File: src/rtl/alu_seq_pkg.sv
// Shared opcode encoding, legality check and sequencer state type for the ALU issue stage.
package alu_seq_pkg;

  localparam logic [3:0] OP_ADD  = 4'd0;
  localparam logic [3:0] OP_SUB  = 4'd1;
  localparam logic [3:0] OP_AND  = 4'd2;
  localparam logic [3:0] OP_OR   = 4'd3;
  localparam logic [3:0] OP_XOR  = 4'd4;
  localparam logic [3:0] OP_SHL  = 4'd5;
  localparam logic [3:0] OP_SHR  = 4'd6;
  localparam logic [3:0] OP_XNOR = 4'd7;
  localparam logic [3:0] OP_MUL  = 4'd8;
  localparam logic [3:0] OP_DIV  = 4'd9;

  typedef enum logic [2:0] {
    P_OFF  = 3'd0,
    P_WAKE = 3'd1,
    IDLE   = 3'd2,
    ISSUE  = 3'd3,
    WAIT   = 3'd4,
    RESP   = 3'd5,
    P_ISO  = 3'd6
  } seq_state_e;

  function automatic logic is_legal_op(input logic [3:0] op);
    return (op <= OP_DIV);
  endfunction

endpackage

File: src/rtl/alu_cmd_fifo.sv
// Small synchronous command FIFO with show-ahead head data and a registered not-full ready.
module alu_cmd_fifo #(
  parameter int WIDTH = 40,
  parameter int DEPTH = 4
) (
  input  logic             clk,
  input  logic             rst,
  input  logic             push,
  input  logic [WIDTH-1:0] wdata,
  input  logic             pop,
  output logic [WIDTH-1:0] rdata,
  output logic             full,
  output logic             empty,
  output logic             ready
);

  localparam int AW = $clog2(DEPTH);
  localparam logic [AW:0] FULL_CNT = (AW+1)'(DEPTH);

  logic [WIDTH-1:0] mem_q [DEPTH];
  logic [AW-1:0]    wr_ptr_q, rd_ptr_q;
  logic [AW:0]      count_q, count_d;
  logic             ready_q;
  logic             do_push, do_pop;

  assign do_push = push && ready_q;
  assign do_pop  = pop && !empty;
  assign full    = (count_q == FULL_CNT);
  assign empty   = (count_q == '0);
  assign ready   = ready_q;
  assign rdata   = mem_q[rd_ptr_q];

  always_comb begin
    count_d = count_q;
    if (do_push && !do_pop)
      count_d = count_q + 1'b1;
    else if (!do_push && do_pop)
      count_d = count_q - 1'b1;
  end

  // Ready is derived from the next count so it stays a pure register output.
  always_ff @(posedge clk or posedge rst) begin
    if (rst) begin
      wr_ptr_q <= '0;
      rd_ptr_q <= '0;
      count_q  <= '0;
      ready_q  <= 1'b1;
    end else begin
      if (do_push) wr_ptr_q <= wr_ptr_q + 1'b1;
      if (do_pop)  rd_ptr_q <= rd_ptr_q + 1'b1;
      count_q <= count_d;
      ready_q <= (count_d != FULL_CNT);
    end
  end

  always_ff @(posedge clk) begin
    if (do_push) mem_q[wr_ptr_q] <= wdata;
  end

endmodule

File: src/rtl/alu_cmd_sequencer.sv
// Issue stage for the multi-cycle ALU: buffers tagged commands, issues one at a time,
// returns tagged responses and sequences ALU power-gating around activity.
module alu_cmd_sequencer
  import alu_seq_pkg::*;
#(
  parameter int CMD_DEPTH    = 4,
  parameter int TAG_W        = 4,
  parameter int WAKE_CYCLES  = 3,
  parameter int IDLE_TIMEOUT = 16
) (
  input  logic             clk,
  input  logic             rst,
  input  logic             cmd_valid,
  output logic             cmd_ready,
  input  logic [3:0]       cmd_opcode,
  input  logic [15:0]      cmd_a,
  input  logic [15:0]      cmd_b,
  input  logic [TAG_W-1:0] cmd_tag,
  output logic             rsp_valid,
  input  logic             rsp_ready,
  output logic [15:0]      rsp_data,
  output logic [TAG_W-1:0] rsp_tag,
  output logic             rsp_err,
  output logic [15:0]      alu_a,
  output logic [15:0]      alu_b,
  output logic [3:0]       alu_opcode,
  output logic             alu_start,
  input  logic [15:0]      alu_result,
  input  logic             alu_busy,
  output logic             alu_pwr_en,
  output logic             iso_en,
  output logic             seq_idle
);

  localparam int CW     = 36 + TAG_W;
  localparam int WAKE_W = $clog2(WAKE_CYCLES + 1);
  localparam int IDLE_W = $clog2(IDLE_TIMEOUT + 1);

  seq_state_e        state_q, state_d;
  logic [WAKE_W-1:0] wake_cnt_q, wake_cnt_d;
  logic [IDLE_W-1:0] idle_cnt_q, idle_cnt_d;
  logic [15:0]       op_a_q, op_a_d, op_b_q, op_b_d;
  logic [3:0]        op_code_q, op_code_d;
  logic [15:0]       rsp_data_q, rsp_data_d;
  logic [TAG_W-1:0]  rsp_tag_q, rsp_tag_d;
  logic              rsp_err_q, rsp_err_d;

  logic [CW-1:0]     fifo_rdata;
  logic              fifo_full, fifo_empty, fifo_ready, fifo_pop, take_head;

  alu_cmd_fifo #(.WIDTH(CW), .DEPTH(CMD_DEPTH)) u_fifo (
    .clk   (clk),
    .rst   (rst),
    .push  (cmd_valid && !fifo_full),
    .wdata ({cmd_opcode, cmd_a, cmd_b, cmd_tag}),
    .pop   (fifo_pop),
    .rdata (fifo_rdata),
    .full  (fifo_full),
    .empty (fifo_empty),
    .ready (fifo_ready)
  );

  always_comb begin
    state_d    = state_q;
    wake_cnt_d = wake_cnt_q;
    idle_cnt_d = idle_cnt_q;
    op_a_d     = op_a_q;
    op_b_d     = op_b_q;
    op_code_d  = op_code_q;
    rsp_data_d = rsp_data_q;
    rsp_tag_d  = rsp_tag_q;
    rsp_err_d  = rsp_err_q;
    take_head  = 1'b0;

    case (state_q)
      P_OFF: if (!fifo_empty) begin
        state_d    = P_WAKE;
        wake_cnt_d = '0;
      end
      P_WAKE: if (wake_cnt_q == WAKE_W'(WAKE_CYCLES - 1)) state_d = IDLE;
              else wake_cnt_d = wake_cnt_q + 1'b1;
      IDLE: if (!fifo_empty) take_head = 1'b1;
            else if (idle_cnt_q == IDLE_W'(IDLE_TIMEOUT - 1)) state_d = P_ISO;
            else idle_cnt_d = idle_cnt_q + 1'b1;
      ISSUE: state_d = WAIT;
      WAIT: if (!alu_busy) begin
        rsp_data_d = alu_result;
        rsp_err_d  = 1'b0;
        state_d    = RESP;
      end
      RESP: if (rsp_ready) begin
        if (!fifo_empty) take_head = 1'b1;
        else state_d = IDLE;
      end
      P_ISO: state_d = P_OFF;
      default: state_d = P_OFF;
    endcase

    // Illegal opcodes bypass the ALU and answer immediately with an error.
    if (take_head) begin
      op_code_d = fifo_rdata[CW-1 -: 4];
      op_a_d    = fifo_rdata[TAG_W+31 -: 16];
      op_b_d    = fifo_rdata[TAG_W+15 -: 16];
      rsp_tag_d = fifo_rdata[TAG_W-1:0];
      if (is_legal_op(fifo_rdata[CW-1 -: 4])) begin
        state_d = ISSUE;
      end else begin
        state_d    = RESP;
        rsp_err_d  = 1'b1;
        rsp_data_d = '0;
      end
    end

    if (state_d != IDLE) idle_cnt_d = '0;
  end

  assign fifo_pop = take_head;

  always_ff @(posedge clk or posedge rst) begin
    if (rst) begin
      state_q    <= P_OFF;
      wake_cnt_q <= '0;
      idle_cnt_q <= '0;
      op_a_q     <= '0;
      op_b_q     <= '0;
      op_code_q  <= '0;
      rsp_data_q <= '0;
      rsp_tag_q  <= '0;
      rsp_err_q  <= 1'b0;
    end else begin
      state_q    <= state_d;
      wake_cnt_q <= wake_cnt_d;
      idle_cnt_q <= idle_cnt_d;
      op_a_q     <= op_a_d;
      op_b_q     <= op_b_d;
      op_code_q  <= op_code_d;
      rsp_data_q <= rsp_data_d;
      rsp_tag_q  <= rsp_tag_d;
      rsp_err_q  <= rsp_err_d;
    end
  end

  assign cmd_ready  = fifo_ready;
  assign alu_a      = op_a_q;
  assign alu_b      = op_b_q;
  assign alu_opcode = op_code_q;
  assign alu_start  = (state_q == ISSUE);
  assign rsp_valid  = (state_q == RESP);
  assign rsp_data   = rsp_data_q;
  assign rsp_tag    = rsp_tag_q;
  assign rsp_err    = rsp_err_q;
  assign alu_pwr_en = (state_q != P_OFF);
  assign iso_en     = (state_q == P_OFF) || (state_q == P_WAKE) || (state_q == P_ISO);
  assign seq_idle   = fifo_empty && ((state_q == IDLE) || (state_q == P_OFF));

endmodule

File: config.mk
export PLATFORM = sky130hd
export DESIGN_NAME = alu_cmd_sequencer
export DESIGN_NICKNAME = d
export VERILOG_FILES = /design/src/rtl/alu_seq_pkg.sv /design/src/rtl/alu_cmd_fifo.sv /design/src/rtl/alu_cmd_sequencer.sv
export SDC_FILE = /design/constraint.sdc
export NUM_CORES = 1
export LEC_CHECK = 0
export CAP_MARGIN = 25
export CORE_ASPECT_RATIO = 1.2
export CORE_MARGIN = 8
export CORE_UTILIZATION = 45
export CTS_BUF_LIST = sky130_fd_sc_hd__clkbuf_2 sky130_fd_sc_hd__clkbuf_4 sky130_fd_sc_hd__clkbuf_8
export DETAILED_ROUTE_END_ITERATION = 7
export PLACE_DENSITY_LB_ADDON = 0.08
export SYNTH_ARGS = -nofsm -noshare
export SYNTH_HDL_FRONTEND = slang
export SYNTH_HIERARCHICAL = 1
export SYNTH_SLANG_ARGS = --single-unit
File: constraint.sdc
create_clock -name clk -period 7.65 [get_ports clk]
set_clock_uncertainty 0.15 [all_clocks]
set_input_delay 0.765 -clock clk [delete_from_list [all_inputs] [get_ports clk]]
set_output_delay 0.765 -clock clk [all_outputs]
set_load 0.02 [all_outputs]
## Yosys cells after proc, flatten, opt, wreduce, memory -nomap -nowiden

Memories as Yosys holds them, arrays and structs flattened.
Cells that the tools add are included.
W data, S select, Z words.

| storage, ports and cells | value |
|---|---|
| flip-flop bits (word level) | 75 |
| RAM bits | 160 |
| bits of input ports | 61 |
| output and inout port bits | 63 |
| logic and storage cells | 88 |
| memories | 1 |

| operators by class | value |
|---|---|
| add/sub/neg operators | 6 |
| order comparisons | 1 |
| eq/ne operators | 14 |
| multiplexer cells | 32 |
| reduce and logical (&&, ||, !) cells | 21 |

Memory list:

| memory | depth | bits a word | rd ports | clocked after memory_dff | write ports | line | source |
|---|---|---|---|---|---|---|---|
| u_fifo.mem_q | 4 | 40 | 1 | 0 | 1 | alu_cmd_fifo.sv:20 | `logic [WIDTH-1:0] mem_q [DEPTH];` |

Operators with widths:

| cell | number |
|---|---|
| $mux W16 | 4 |
| $mux W3 | 11 |
| $mux W5 | 4 |
| $pmux W3 S6 | 1 |
| $eq A3 B3 Y1 const B | 4 |
| $mux W1 | 8 |
| $add A2 B1 Y2 const B | 3 |
| $eq A3 B2 Y1 const B | 2 |
| $logic_and A1 B1 Y1 | 6 |
| $logic_not A3 Y1 | 2 |
| $reduce_and A3 Y1 | 2 |
| $reduce_bool A2 Y1 | 3 |
| $add A5 B1 Y5 const B | 1 |
| $eq A5 B4 Y1 const B | 1 |
| $le A4 B4 Y1 const B | 1 |
| $logic_not A1 Y1 | 4 |
| $mux W2 | 2 |
| $ne A2 B2 Y1 const B | 2 |
| $pmux W2 S2 | 1 |
| $add A3 B1 Y3 const B | 1 |
| $eq A3 B1 Y1 const B | 1 |
| $logic_or A1 B1 Y1 | 3 |
| $ne A3 B2 Y1 const B | 1 |
| $ne A3 B3 Y1 const B | 1 |
| 5 further kinds | 5 |

## Depth between registers and ports, before layout

Gate-level depths: netlist of run 1.

| depth | value |
|---|---|
| word-level depth | 9 |
| gate-level depth with buffers | 13 |
| gate-level depth less buffers | 11 |

## Modules after synthesis

The synthesis of run 1 kept the hierarchy.

By module, submodules not included:

| module | times used | cells an instance | area each (sq um) | sequential area each (sq um) |
|---|---|---|---|---|
| alu_cmd_fifo | 1 | 266 | 6327.3 | 5006.1 |
| alu_cmd_sequencer | 1 | 228 | 2856.5 | 1676.6 |

## Worst setup path before layout of run 1

OpenSTA, ideal clock, no wires.

| timing path | value |
|---|---|
| path type | register -> register |
| start | register u_fifo.count_q[0] |
| end | register u_fifo.ready_q (netlist: u_fifo/ready) |
| setup time | 0.085 ns |
| data arrival time | 2.201 ns |
| data required time | 7.415 ns |
| setup slack | 5.214 ns |
| stages on the path, launching flop included | 14 |
| buffers on the path | 2 |
| period minus slack after synthesis | 2.436 ns |
| cells stage by stage | dfrtp_1 inv_1 ha_1 nand2b_1 inv_1 inv_1 o21ai_4 buf_6 inv_2 clkbuf_2 nand2_1 or4_4 o311ai_4 o21ai_2 |

| on the way | value |
|---|---|
| cells in the longest elaborated chain, start to end | 9 |
| elaborated cells on any way between the ends | 19 |
| those cells by class | 2 x add/sub; 2 x eq/ne; 5 x mux; 10 x reduce/logical |

RTL lines:

| element | line | source |
|---|---|---|
| start, declared | alu_cmd_fifo.sv:22 | `logic [AW:0] count_q, count_d;` |
| start signal, assigned | alu_cmd_fifo.sv:51 | `count_q <= count_d;` |
| $logic_not A3 Y1 (*) | alu_cmd_fifo.sv:29 | `assign empty = (count_q == '0);` |
| net fifo_empty | alu_cmd_sequencer.sv:49 | `logic fifo_full, fifo_empty, fifo_ready, fifo_pop, take_head;` |
| $mux W1 (*) | alu_cmd_sequencer.sv:82, alu_cmd_sequencer.sv:92 |  |
| $mux W1 | alu_cmd_sequencer.sv:91 | `RESP: if (rsp_ready) begin` |
| $pmux W1 S2 (*) | alu_cmd_sequencer.sv:75 | `case (state_q)` |
| net fifo_pop | alu_cmd_sequencer.sv:49 |  |
| $logic_and A1 B1 Y1 (*) | alu_cmd_fifo.sv:27 | `assign do_pop = pop && !empty;` |
| $logic_and A1 B1 Y1 / $logic_not A1 Y1 (equally long branches) | alu_cmd_fifo.sv:37, alu_cmd_fifo.sv:35 |  |
| $mux W3 / $logic_and A1 B1 Y1 (equally long branches) | alu_cmd_fifo.sv:37, alu_cmd_fifo.sv:35 |  |
| $mux W3 (*) | alu_cmd_fifo.sv:35 | `if (do_push && !do_pop)` |
| net u_fifo.count_d[2] | alu_cmd_fifo.sv:22 |  |
| $ne A3 B3 Y1 (*) | alu_cmd_fifo.sv:52 | `ready_q <= (count_d != FULL_CNT);` |
| end signal, assigned | alu_cmd_fifo.sv:52 |  |
| end, declared | alu_cmd_fifo.sv:23 | `logic ready_q;` |

Mark *: on every way through the listed nets, which the timed path passes. The rest lies on a longest branch.
A chain may end at the register's enable or synchronous reset.

## Final worst setup path of run 1

| timing path | value |
|---|---|
| start | register u_fifo.count_q[0] |
| end | output seq_idle |

| on the way | value |
|---|---|
| cells in the longest elaborated chain, start to end | 2 |

RTL lines:

| element | line | source |
|---|---|---|
| $logic_not A3 Y1 | alu_cmd_fifo.sv:29 |  |
| net fifo_empty | alu_cmd_sequencer.sv:49 |  |
| $logic_and A1 B1 Y1 | alu_cmd_sequencer.sv:154 | `assign seq_idle = fifo_empty && ((state_q == IDLE) \|\| (state_q == P_OFF));` |
| end, declared | alu_cmd_sequencer.sv:32 | `output logic seq_idle` |

The timed path passes the listed nets, and every way through them passes these cells.

==> results of run 1 <==
-- critical path, delay by kind of cell (launching register included) --
| kind | cells | cell delay (ps) |
|---|---|---|
| adder cells (fa/ha/maj) | 1 | 220 |
| buffers and inverters | 4 | 1090 |
| flip-flops | 1 | 430 |
| AND/OR/NAND/NOR | 2 | 330 |
-- through the flow --
stage | std cells | instance area, sq um | hold slack (ps)
floorplan | 494 | 9180 | 310
global placement | 862 | 10600 | 326
detailed placement | 866 | 10700 | 331
CTS | 931 | 11400 | 344
global route | 931 | 11400 | 369
finish | 931 | 11400 | 343
-- flip-flops by register name (all words and copies together), names as in the netlist --
signal,cells
u_fifo/count_q,3
rsp_err,1
u_fifo/mem_q,160
u_fifo/wr_ptr_q,2
u_fifo/rd_ptr_q,2
wake_cnt_q,2
rsp_tag,4
alu_b,16
rsp_data,16
alu_a,16
idle_cnt_q,5
u_fifo/ready,1
state_q,3
alu_opcode,4
-- kinds of logic (layout without fill, tap and decap cells) --
group	count (synthesis)	in the layout	share of synthesized area, %
compound gates	43	43	3.27
mux	82	82	14.9
simple gates	82	82	4.88
flops	235	235	72.8
xor+xnor	7	7	0.668
buf+inv	35	207	2.13
fa+ha+maj	10	10	1.36
-- cell usage after synthesis, types with 2 or more instances --
cell type	count	area share, %
a211o_1	3	0.29
a21o_1	3	0.25
a21oi_1	22	1.2
and2_1	2	0.14
and3_1	2	0.14
and3_2	4	0.33
and3b_1	2	0.19
buf_2	11	0.60
buf_4	5	0.41
buf_6	4	0.49
clkbuf_1	2	0.082
dfrtp_1	74	20
edfxtp_1	160	52
ha_1	10	1.4
inv_1	11	0.45
mux2_2	40	4.9
mux2i_1	2	0.22
mux4_2	40	9.8
nand2_1	38	1.6
nand2b_1	3	0.20
nand3_1	4	0.22
nand3b_1	3	0.25
nor2_1	6	0.25
nor2b_1	2	0.14
nor3_2	2	0.22
nor4_1	2	0.14
nor4b_1	2	0.19
o21ai_0	5	0.27
or3_1	2	0.14
xnor2_1	6	0.57
-- power by group --
| part | leakage, nW | internal, mW | total (mW) | switching, mW |
|---|---|---|---|---|
| Combinational | 1.36 | 0.781 | 1.51 | 0.729 |
| Clock | 0.390 | 0.560 | 1.01 | 0.450 |
| Sequential | 2.39 | 1.75 | 1.98 | 0.224 |
| Total | 4.14 | 3.09 | 4.50 | 1.40 |
-- metal layers --
metal / share of wire (%) / vias to the layer above / wire [microns] / GRT usage (%)
met5: 0 / - / 0 / 0
met4: 1.9 / 0 / 345 / 4.89
met3: 6.4 / 30 / 1140 / 4.66
met2: 50 / 139 / 8850 / 24.6
met1: 42 / 2438 / 7450 / 17.4
li1: - / 2199 / - / -
-- cell type report --
cell class              count  share of cell area, %
clock buffers              56                   5.87
clock inverters             9                  0.394
inverters                  12                  0.405
multi-input cells         224                   20.2
flip-flops and latches    235                   58.6
well taps                 265                   2.90
repair buffers            130                   11.7
-- worst min path at each step --
| stage | startpoint | end | slack, ps | depth (start not counted) |
|---|---|---|---|---|
| after floorplan | wake_cnt_q[1]$_DFFE_PP0P_ | wake_cnt_q[1]$_DFFE_PP0P_ | 310 | 1 |
| after global placement | rsp_err$_DFF_PP0_ | rsp_err$_DFF_PP0_ | 330 | 1 |
| after detailed placement | rsp_err$_DFF_PP0_ | rsp_err$_DFF_PP0_ | 330 | 1 |
| after CTS | rsp_err$_DFF_PP0_ | rsp_err$_DFF_PP0_ | 340 | 1 |
| after global routing | rsp_err$_DFF_PP0_ | rsp_err$_DFF_PP0_ | 370 | 1 |
| final | rsp_err$_DFF_PP0_ | rsp_err$_DFF_PP0_ | 340 | 1 |
==> summary.md, run 1 <==
| Metric | Value |
|---|---|
| Post-synth EDFFs | 160 |
| Minimum clock period | 3490 ps |
| Post-DP HPWL | 11300 microns |
| Clock latency on the worst-skew pair | 510 ps |
| Die Area | 25300 sq um |
| Pre-CTS setup slack | 4440 ps |
| Mean routed wirelength per cell | 19.1 microns |
| Commonest non-fill, non-tap cell in the layout | edfxtp_1 |
| Pwr per Cell Area | 394 nW/um^2 |
| IO Count | 124 |
| Antenna-violating nets left | 0 |
| Total power | 4.50 mW |
| Worst slew margin | 37.6% |
| PortBufs | 123 |
| Die X | 146 microns |
| Worst flop-to-flop path endpoint | idle_cnt_q[4]$_DFFE_PP0P_ |
| Final hold violations | 0 |
| Share of synthesized registers carrying an async set or reset | 31.9% |
| Chip height | 172 microns |
| Antenna Diode Count | 0 |
| Final net count | 711 |
| GP Congestion | 0.750 |
| Post-synthesis sequential area ratio | 72.8% |
| Crit-path max FO | 6 |
| Post-CTS Setup Bufs | 0 |
| Overall routed net length | 17800 microns |
| Pins Over Slew Limit | 0 |
| Yosys warnings | 6 |
| Initial DRC count | 204 |
| Crit end category | primary output |
| Yosys cell types | 52 |
| Core area | 20100 sq um |
| MaxCap Viol Count | 0 |
| Gr usage total | 14.5% |
| DRC viols | 0 |
| Worst slew pin tran | 930 ps |
| Slowest cell on the critical path | clkdlybuf4s50_1 |
| Hold WC Path Type | reg -> reg |
| Clk buf depth | 3 |
| CP Capture Point | seq_idle |
| Most frequent cells in the layout | edfxtp_1 (160), clkdlybuf4s50_1 (123), dfrtp_1 (72) |
| Area of the multi-input gates | 2310 sq um |
| Global-route wire length before repair | 28700 microns |
| Final WS setup | 4160 ps |
| Register area | 6690 sq um |
| CP Cell Sequence | inv_1 > ha_1 > nand2b_1 > inv_1 > inv_1 > nor3_1 > clkdlybuf4s50_1 |
| Initial antenna violation count | 0 |
| Fmax | 0.286 GHz |
| Leakage power | 4.14 nW |
| Slack of the worst reg-to-reg path | 4610 ps |
| Mean Syn Cell Area | 18.6 sq um |
| Worst path arrival time | 2580 ps |
| CP required | 6730 ps |
| Setup TNS | 0 ps |
| Resized Gates After CTS | 0 |
| Final core utilization | 56.8% |
| Endpoints failing setup | 0 |
| Vias in the first global route | 5220 |
| Status | complete, no violations |
| #FFs+latches synth | 235 |
| WS Path Type | reg -> out |
| Netlist Area Pre-Place | 9180 sq um |
| RSZ-0062 raised after global routing | no |
| FILL cells | 1582 |
| Max IR drop VDD | 186 uV |
| Starting Density | 45.7% |
| Most frequent CP cell | inv_1 |
| Post-Syn Instances | 494 |
| Critical path's largest stage delay | 640 ps |
| Layout area overhead | 24.4% |
| CTS buffer count | 37 |
| Root buf cell | clkbuf_8 |
| Clock-pin slew on the worst setup and hold paths | 60 ps |
| CP Launch Type | flop |
| Drt pass-1 iters | 4 |
| Reg2Reg Depth | 4 |
| Dominant synthesized flop cell | edfxtp_1 |
| CTS Sinks | 235 |
| Grt ovf | 0 |
| Syn_nets | 565 |
| H-tree depth | 2 |
| DR vias/cell | 5.16 |
| Critical Path Source | u_fifo/count_q[0]$_DFF_PP0_ |
| Period utilisation layout | 45.6% |
| Layout cells sized above 1 | 25.4% |
| Reg2reg start | u_fifo/rd_ptr_q[0]$_DFFE_PP0P_ |
| Number of hold buffers added after CTS | 0 |
| Vias | 4806 |
| Largest net degree at the start of global routing | 68 |
| TritonCTS clock tree | yes |
| Row Count | 57 |
(Power assumes the default switching activity.)
==> inputs of run 2 (changes only) <==
==> constraint.sdc (replaced) <==
create_clock -name clk -period 3.2 [get_ports clk]
set_clock_uncertainty 0.15 [all_clocks]
set_input_delay 0.32 -clock clk [delete_from_list [all_inputs] [get_ports clk]]
set_output_delay 0.32 -clock clk [all_outputs]
set_load 0.02 [all_outputs]
==> summary.md, run 2 (synthesized netlist as in run 1, its figures left out) <==
| Metric | Value |
|---|---|
| Status | complete, no violations |
| Die X | 146 microns (unchanged) |
| Crit-path max FO | 6 (unchanged) |
| Initial DRC count | 205 (+0.49%) |
| RSZ-0062 raised after global routing | no |
| WS Path Type | reg -> out |
| Chip height | 172 microns (unchanged) |
| Vias | 4927 (+2.5%) |
| Core area | 20100 sq um (unchanged) |
| TritonCTS clock tree | yes |
| Post-DP HPWL | 11700 microns (+3.5%) |
| Most flops, register | u_fifo/mem_q |
| Grt ovf | 0 (unchanged) |
| Antenna-violating nets left | 0 (unchanged) |
| Critical path's largest stage delay | 630 ps (about the same) |
| Largest net degree at the start of global routing | 57 (-16%) |
| Reg2reg start | u_fifo/count_q[0]$_DFF_PP0_ |
| Finished Layout Cells | 944 (+1.4%) |
| Critical Path Source | u_fifo/count_q[0]$_DFF_PP0_ |
| Resized Gates After CTS | 0 (unchanged) |
| CP Cell Sequence | inv_1 > ha_1 > nand2b_1 > inv_1 > inv_1 > nor3_1 > clkdlybuf4s50_1 |
| CTS buffer count | 38 (+2.7%) |
| Pwr per Cell Area | 946 nW/um^2 (+140%) |
| Layout cells sized above 1 | 26.4% (+0.99 points) |
| Clock-pin slew on the worst setup and hold paths | 60 ps (about the same) |
| Commonest non-fill, non-tap cell in the layout | edfxtp_1 |
| DRC viols | 0 (unchanged) |
| Hold Path Stages | 3 (+2) |
| Clk buf depth | 3 (unchanged) |
| Worst path arrival time | 2480 ps (-100 ps) |
| Slack of the worst reg-to-reg path | 740 ps (-3870 ps) |
| Layout area overhead | 25.2% |
| CP required | 2730 ps (-4000 ps) |
| Hold WS | 212 ps (-132 ps) |
| Final net count | 721 (+1.4%) |
| Drt pass-1 iters | 7 (+3) |
| DR vias/cell | 5.22 (+1.1%) |
| Final hold violations | 0 (unchanged) |
| Worst slew margin | 38.1% (+0.47 points) |
| Vias in the first global route | 5351 (+2.5%) |
| Max reg flops | 160 (unchanged) |
| Hold WC Path Type | in -> reg |
| Worst flop-to-flop path endpoint | alu_b[8]$_DFFE_PP0N_ |
| Most frequent CP cell | inv_1 |
| Clock latency on the worst-skew pair | 520 ps (about the same) |
| Antenna Diode Count | 0 (unchanged) |
| Global-route wire length before repair | 29600 microns (+3.1%) |
| Setup TNS | 0 ps (unchanged) |
| IO Count | 124 (unchanged) |
| Starting Density | 45.7% (unchanged) |
| CP Launch Type | flop |
| CTS Sinks | 235 (unchanged) |
| Endpoints failing setup | 0 (unchanged) |
| Gr usage total | 15.1% (+0.59 points) |
| Minimum clock period | 2950 ps |
| Pins Over Slew Limit | 0 (unchanged) |
| Mean routed wirelength per cell | 19.6 microns (+2.6%) |
| Reg2Reg Depth | 8 (+4) |
| FILL cells | 1610 (+1.8%) |
| Root buf cell | clkbuf_8 |
| Period utilisation layout | 92.3% |
| Cell count after placement | 874 (+0.92%) |
| PortBufs | 123 (unchanged) |
| Overall routed net length | 18500 microns (+4.0%) |
| Finished Cell Area | 11500 sq um (+0.66%) |
| Hold Startpoint | alu_result[3] |
| H-tree depth | 2 (unchanged) |
| Max IR drop VDD | 439 uV (+140%) |
| Initial antenna violation count | 0 (unchanged) |
| Most frequent cells in the layout | edfxtp_1 (160), clkdlybuf4s50_1 (123), dfrtp_1 (72), clkbuf_8 (42) |
| Die Area | 25300 sq um (unchanged) |
| Slowest cell on the critical path | clkdlybuf4s50_1 |
| Area after DPL | 10700 sq um (+0.33%) |
| Fmax | 0.339 GHz |
| Worst slew pin tran | 923 ps (-7.03 ps) |
| Leakage power | 4.19 nW (+1.3%) |
| GP Congestion | 0.766 (+2.2%) |
| Crit end category | primary output |
| Row Count | 57 (unchanged) |
| Total power | 10.9 mW (+140%) |
| Hold Crit Endpoint | rsp_data[3]$_DFF_PP0_ |
| MaxCap Viol Count | 0 (unchanged) |
run 2: cell count changes in the layout (fill, tap and decap cells not counted), sizes merged:
| cell | previous run | this run |
|---|---|---|
| clkinvlp | 0 | 1 |
| inv | 12 | 11 |
| clkbuf | 56 | 55 |
| clkinv | 9 | 14 |
| dlygate4sd3 | 0 | 1 |
| buf | 7 | 15 |
run 2: worst max-delay path: cells and delay by family (launching register included):
kind | cells | cell delay, ps
flops | 1 | 420
buf+inv | 4 | 1050
fa+ha+maj | 1 | 210
simple gates | 2 | 280
run 2: cell type report:
cell class              count  area, sq um  share of cell area [%]
multi-input cells         224         2310                    20.1
well taps                 265          332                    2.88
inverters                  12         46.3                   0.403
clock inverters            14         70.1                   0.609
repair buffers            139         1380                    12.0
clock buffers              55          676                    5.88
flip-flops and latches    235         6690                    58.2
run 2: repair_timing:
| item | CTS | global route |
|---|---|---|
| hold buffers | 1 | 0 |
| setup buffers | 0 | 0 |
| setup endpoints to repair | 0 | 0 |
| hold endpoints to repair | 15 | 0 |
run 2: worst max path at each step:
stage,slack (ps),end,depth (start not counted)
3_3_place_gp,840,alu_b[2]$_DFFE_PP0N_,8
6_report,250,seq_idle,7
5_1_grt,10,seq_idle,7
3_5_place_dp,730,alu_opcode[0]$_DFFE_PP0N_,8
4_1_cts,210,seq_idle,7
2_1_floorplan,760,u_fifo/ready$_DFF_PP1_,13
run 2: per-layer routing:
layer | up-vias | track usage [%] | part of all wire [%]
met3 | 41 | 4.21 | 6.0
met2 | 150 | 25.3 | 49
li1 | 2235 | - | -
met1 | 2501 | 18.2 | 42
met4 | 0 | 6.37 | 2.9
met5 | - | 0 | 0
run 2: metrics by stage:
stage | setup slack, ps | util [%]
detailed placement | 731 | 53.4
global placement | 835 | 53.4
floorplan | 764 | -
global route | 11.0 | 57.2
CTS | 211 | 57.2
finish | 247 | 57.2
run 2: where the power goes:
| group | internal, mW | switching (mW) | leakage (nW) | total, mW |
|---|---|---|---|---|
| Clock | 1.36 | 1.11 | 0.401 | 2.47 |
| Combinational | 1.89 | 1.80 | 1.40 | 3.69 |
| Sequential | 4.19 | 0.515 | 2.39 | 4.71 |
==> inputs of run 3 (changes only) <==
--- a/config.mk
+++ b/config.mk
@@ -11,7 +11,8 @@
 export CORE_UTILIZATION = 45
 export CTS_BUF_LIST = sky130_fd_sc_hd__clkbuf_2 sky130_fd_sc_hd__clkbuf_4 sky130_fd_sc_hd__clkbuf_8
 export DETAILED_ROUTE_END_ITERATION = 7
-export PLACE_DENSITY_LB_ADDON = 0.08
+export HOLD_SLACK_MARGIN = 0.12
+export PLACE_DENSITY = 0.68
 export SYNTH_ARGS = -nofsm -noshare
 export SYNTH_HDL_FRONTEND = slang
 export SYNTH_HIERARCHICAL = 1
==> constraint.sdc (replaced) <==
create_clock -name clk -period 3.7 [get_ports clk]
set_clock_uncertainty 0.15 [all_clocks]
set_input_delay 0.37 -clock clk [delete_from_list [all_inputs] [get_ports clk]]
set_output_delay 0.37 -clock clk [all_outputs]
set_load 0.02 [all_outputs]
==> summary.md, run 3 (synthesized netlist as in run 1, its figures left out) <==
| Metric | Value |
|---|---|
| Vias | 4863 (-1.3%) |
| Met1 GRT Util | 17.0% (-1.2 points) |
| Fmax | 0.328 GHz |
| Crit-path max FO | 6 (unchanged) |
| Seq pwr share | 44.2% (+0.9 points) |
| Global-route wire length before repair | 30200 microns (+1.9%) |
| Core area | 20100 sq um (unchanged) |
| Period utilisation layout | 82.4% |
| WP depth | 7 (unchanged) |
| Status | complete, no violations |
| Drt pass-1 iters | 4 (-3) |
| CP Cell Sequence | inv_1 > ha_1 > nand2b_1 > inv_1 > inv_1 > nor3_1 > clkdlybuf4s50_1 |
| CTS Sinks | 235 (unchanged) |
| Worst Path Buf+Inv | 4 (unchanged) |
| Layout area overhead | 25.1% (about the same) |
| Crit end category | primary output |
| Clock latency on the worst-skew pair | 510 ps (about the same) |
| Slowest cell on the critical path | clkdlybuf4s50_1 |
| Vias in the first global route | 5538 (+3.5%) |
| Chip height | 172 microns (unchanged) |
| P_int | 6.39 mW (-14%) |
| Most frequent cells in the layout | edfxtp_1 (160), clkdlybuf4s50_1 (123), dfrtp_1 (72) |
| Hold WC Path Type | in -> reg |
| GR Layer Usage met2 | 27.9% (+2.6 points) |
| Final net count | 715 (-0.83%) |
| PortBufs | 123 (unchanged) |
| Antenna-violating nets left | 0 (unchanged) |
| Initial antenna violation count | 1 (+1) |
| Gr usage total | 15.3% (+0.20 points) |
| Minimum clock period | 3050 ps |
| TritonCTS clock tree | yes |
| GP Congestion | 0.770 (+0.54%) |
| Clock-pin slew on the worst setup and hold paths | 60 ps (about the same) |
| Initial DRC count | 242 (+18%) |
| WS Path Type | reg -> out |
| DR vias/cell | 5.18 (-0.67%) |
| Clk buf depth | 3 (unchanged) |
| Net Sw Power | 2.96 mW (-14%) |
| Sw Ratio | 31.6% (+0.10 points) |
| Hold Path Stages | 3 (unchanged) |
| Pre-CTS setup slack | 1010 ps (+275 ps) |
| MaxCap Viol Count | 0 (unchanged) |
| Setup TNS | 0 ps (unchanged) |
| Final hold violations | 0 (unchanged) |
| CTS buffer count | 37 (-2.6%) |
| Post-CTS Setup Bufs | 0 (unchanged) |
| CP Launch Type | flop |
| DRC viols | 0 (unchanged) |
| Pwr per Cell Area | 814 nW/um^2 (-14%) |
| Die Area | 25300 sq um (unchanged) |
| IO Count | 124 (unchanged) |
| Endpoints failing setup | 0 (unchanged) |
| RSZ-0062 raised after global routing | no |
| Mean routed wirelength per cell | 20.0 microns (+2.3%) |
| Grt ovf | 0 (unchanged) |
| Row Count | 57 (unchanged) |
| CP required | 3180 ps (+450 ps) |
| Resized Gates After CTS | 0 (unchanged) |
| H-tree depth | 2 (unchanged) |
| Gr busiest metal | met2 |
| Crit-path leading delay family | buffers and inverters |
| Layout cells sized above 1 | 25.3% (-1.1 points) |
| Pins Over Slew Limit | 0 (unchanged) |
| Logic pwr share | 33.6% (-0.4 points) |
| FILL cells | 1571 (-2.4%) |
| Largest net degree at the start of global routing | 43 (-25%) |
| Commonest non-fill, non-tap cell in the layout | edfxtp_1 |
| Leakage power | 4.17 nW (-0.66%) |
| Critical path's largest stage delay | 630 ps (about the same) |
| Worst path arrival time | 2530 ps (+50 ps) |
| Reg2Reg Depth | 6 (-2) |
| M3 GR Usage | 3.95% (-0.26 points) |
| Starting Density | 45.7% (unchanged) |
| Most flops, register | u_fifo/mem_q |
| Die X | 146 microns (unchanged) |
| Most frequent CP cell | inv_1 |
| Root buf cell | clkbuf_8 |
| Max IR drop VDD | 376 uV (-14%) |
| Final WS setup | 652 ps (+405 ps) |
| Max reg flops | 160 (unchanged) |
| Overall routed net length | 18800 microns (+1.6%) |
| Worst slew margin | 35.2% (-2.9 points) |
| Clock group share of total power | 22.2% (-0.6 points) |
| Post-DP HPWL | 12300 microns (+6.0%) |
| Worst slew pin tran | 966 ps (+43.1 ps) |
run 3: power groups by stage:
stage	registers, mW	logic, mW	clock network, mW
2_1_floorplan	4.30	1.75	0
3_3_place_gp	4.16	3.13	0
3_5_place_dp	4.20	3.20	0
4_1_cts	4.16	3.21	2.15
5_1_grt	4.24	3.39	2.27
6_report	4.13	3.15	2.07
run 3: timing repair:
| action | CTS | global route |
|---|---|---|
| setup endpoints to repair | 0 | 0 |
| hold endpoints to repair | 22 | 0 |
| hold buffers | 1 | 0 |
run 3: path summary, 6_finish.rpt:
kind	slack, ps	startpoint	end
worst max-delay path	650	u_fifo/count_q[0]$_DFF_PP0_	seq_idle
worst min-delay path	250	alu_result[1]	rsp_data[1]$_DFF_PP0_
worst max register to register	1010	u_fifo/count_q[0]$_DFF_PP0_	u_fifo/mem_q[2][10]$_DFFE_PP_
worst min register to register	340	wake_cnt_q[1]$_DFFE_PP0P_	wake_cnt_q[1]$_DFFE_PP0P_
max in group asynchronous	2020	rst	rsp_data[8]$_DFF_PP0_
min in group asynchronous	590	rst	u_fifo/wr_ptr_q[1]$_DFFE_PP0P_
run 3: layout make-up:
type	instances	area, sq um	area share (%)
Sequential cell	235	6690	58.2
Multi-Input combinational cell	224	2310	20.1
Timing Repair Buffer	134	1400	12.2
Clock buffer	53	648	5.64
Tap cell	265	332	2.89
Clock inverter	14	63.8	0.556
Inverter	12	46.3	0.403
Antenna cell	1	2.50	0.0218
run 3: routing by layer:
layer	vias up	wire length (microns)	share of wire [%]
met5	-	0	0
met4	0	401	2.1
met3	29	951	5.1
met2	128	9960	53
met1	2492	7490	40
li1	2214	-	-
run 3: worst reg2reg max path: stages, from the launching register on:
cell	delay (ps)
dfrtp_1	410
inv_1	100
ha_1	240
and2_1	170
nor2b_1	330
and3_2	730
buf_12	260
run 3: metrics by stage:
step / hold WS, ps / util, % / cell area [sq um] / power [mW] / cells
after floorplan: 34.9 / - / 9180 / 6.05 / 494
after global routing: 247 / 57.1 / 11500 / 9.90 / 938
final: 252 / 57.1 / 11500 / 9.35 / 938
after CTS: 219 / 57.1 / 11500 / 9.51 / 937
after detailed placement: 328 / 53.5 / 10800 / 7.40 / 869
after global placement: 320 / 53.4 / 10700 / 7.28 / 868
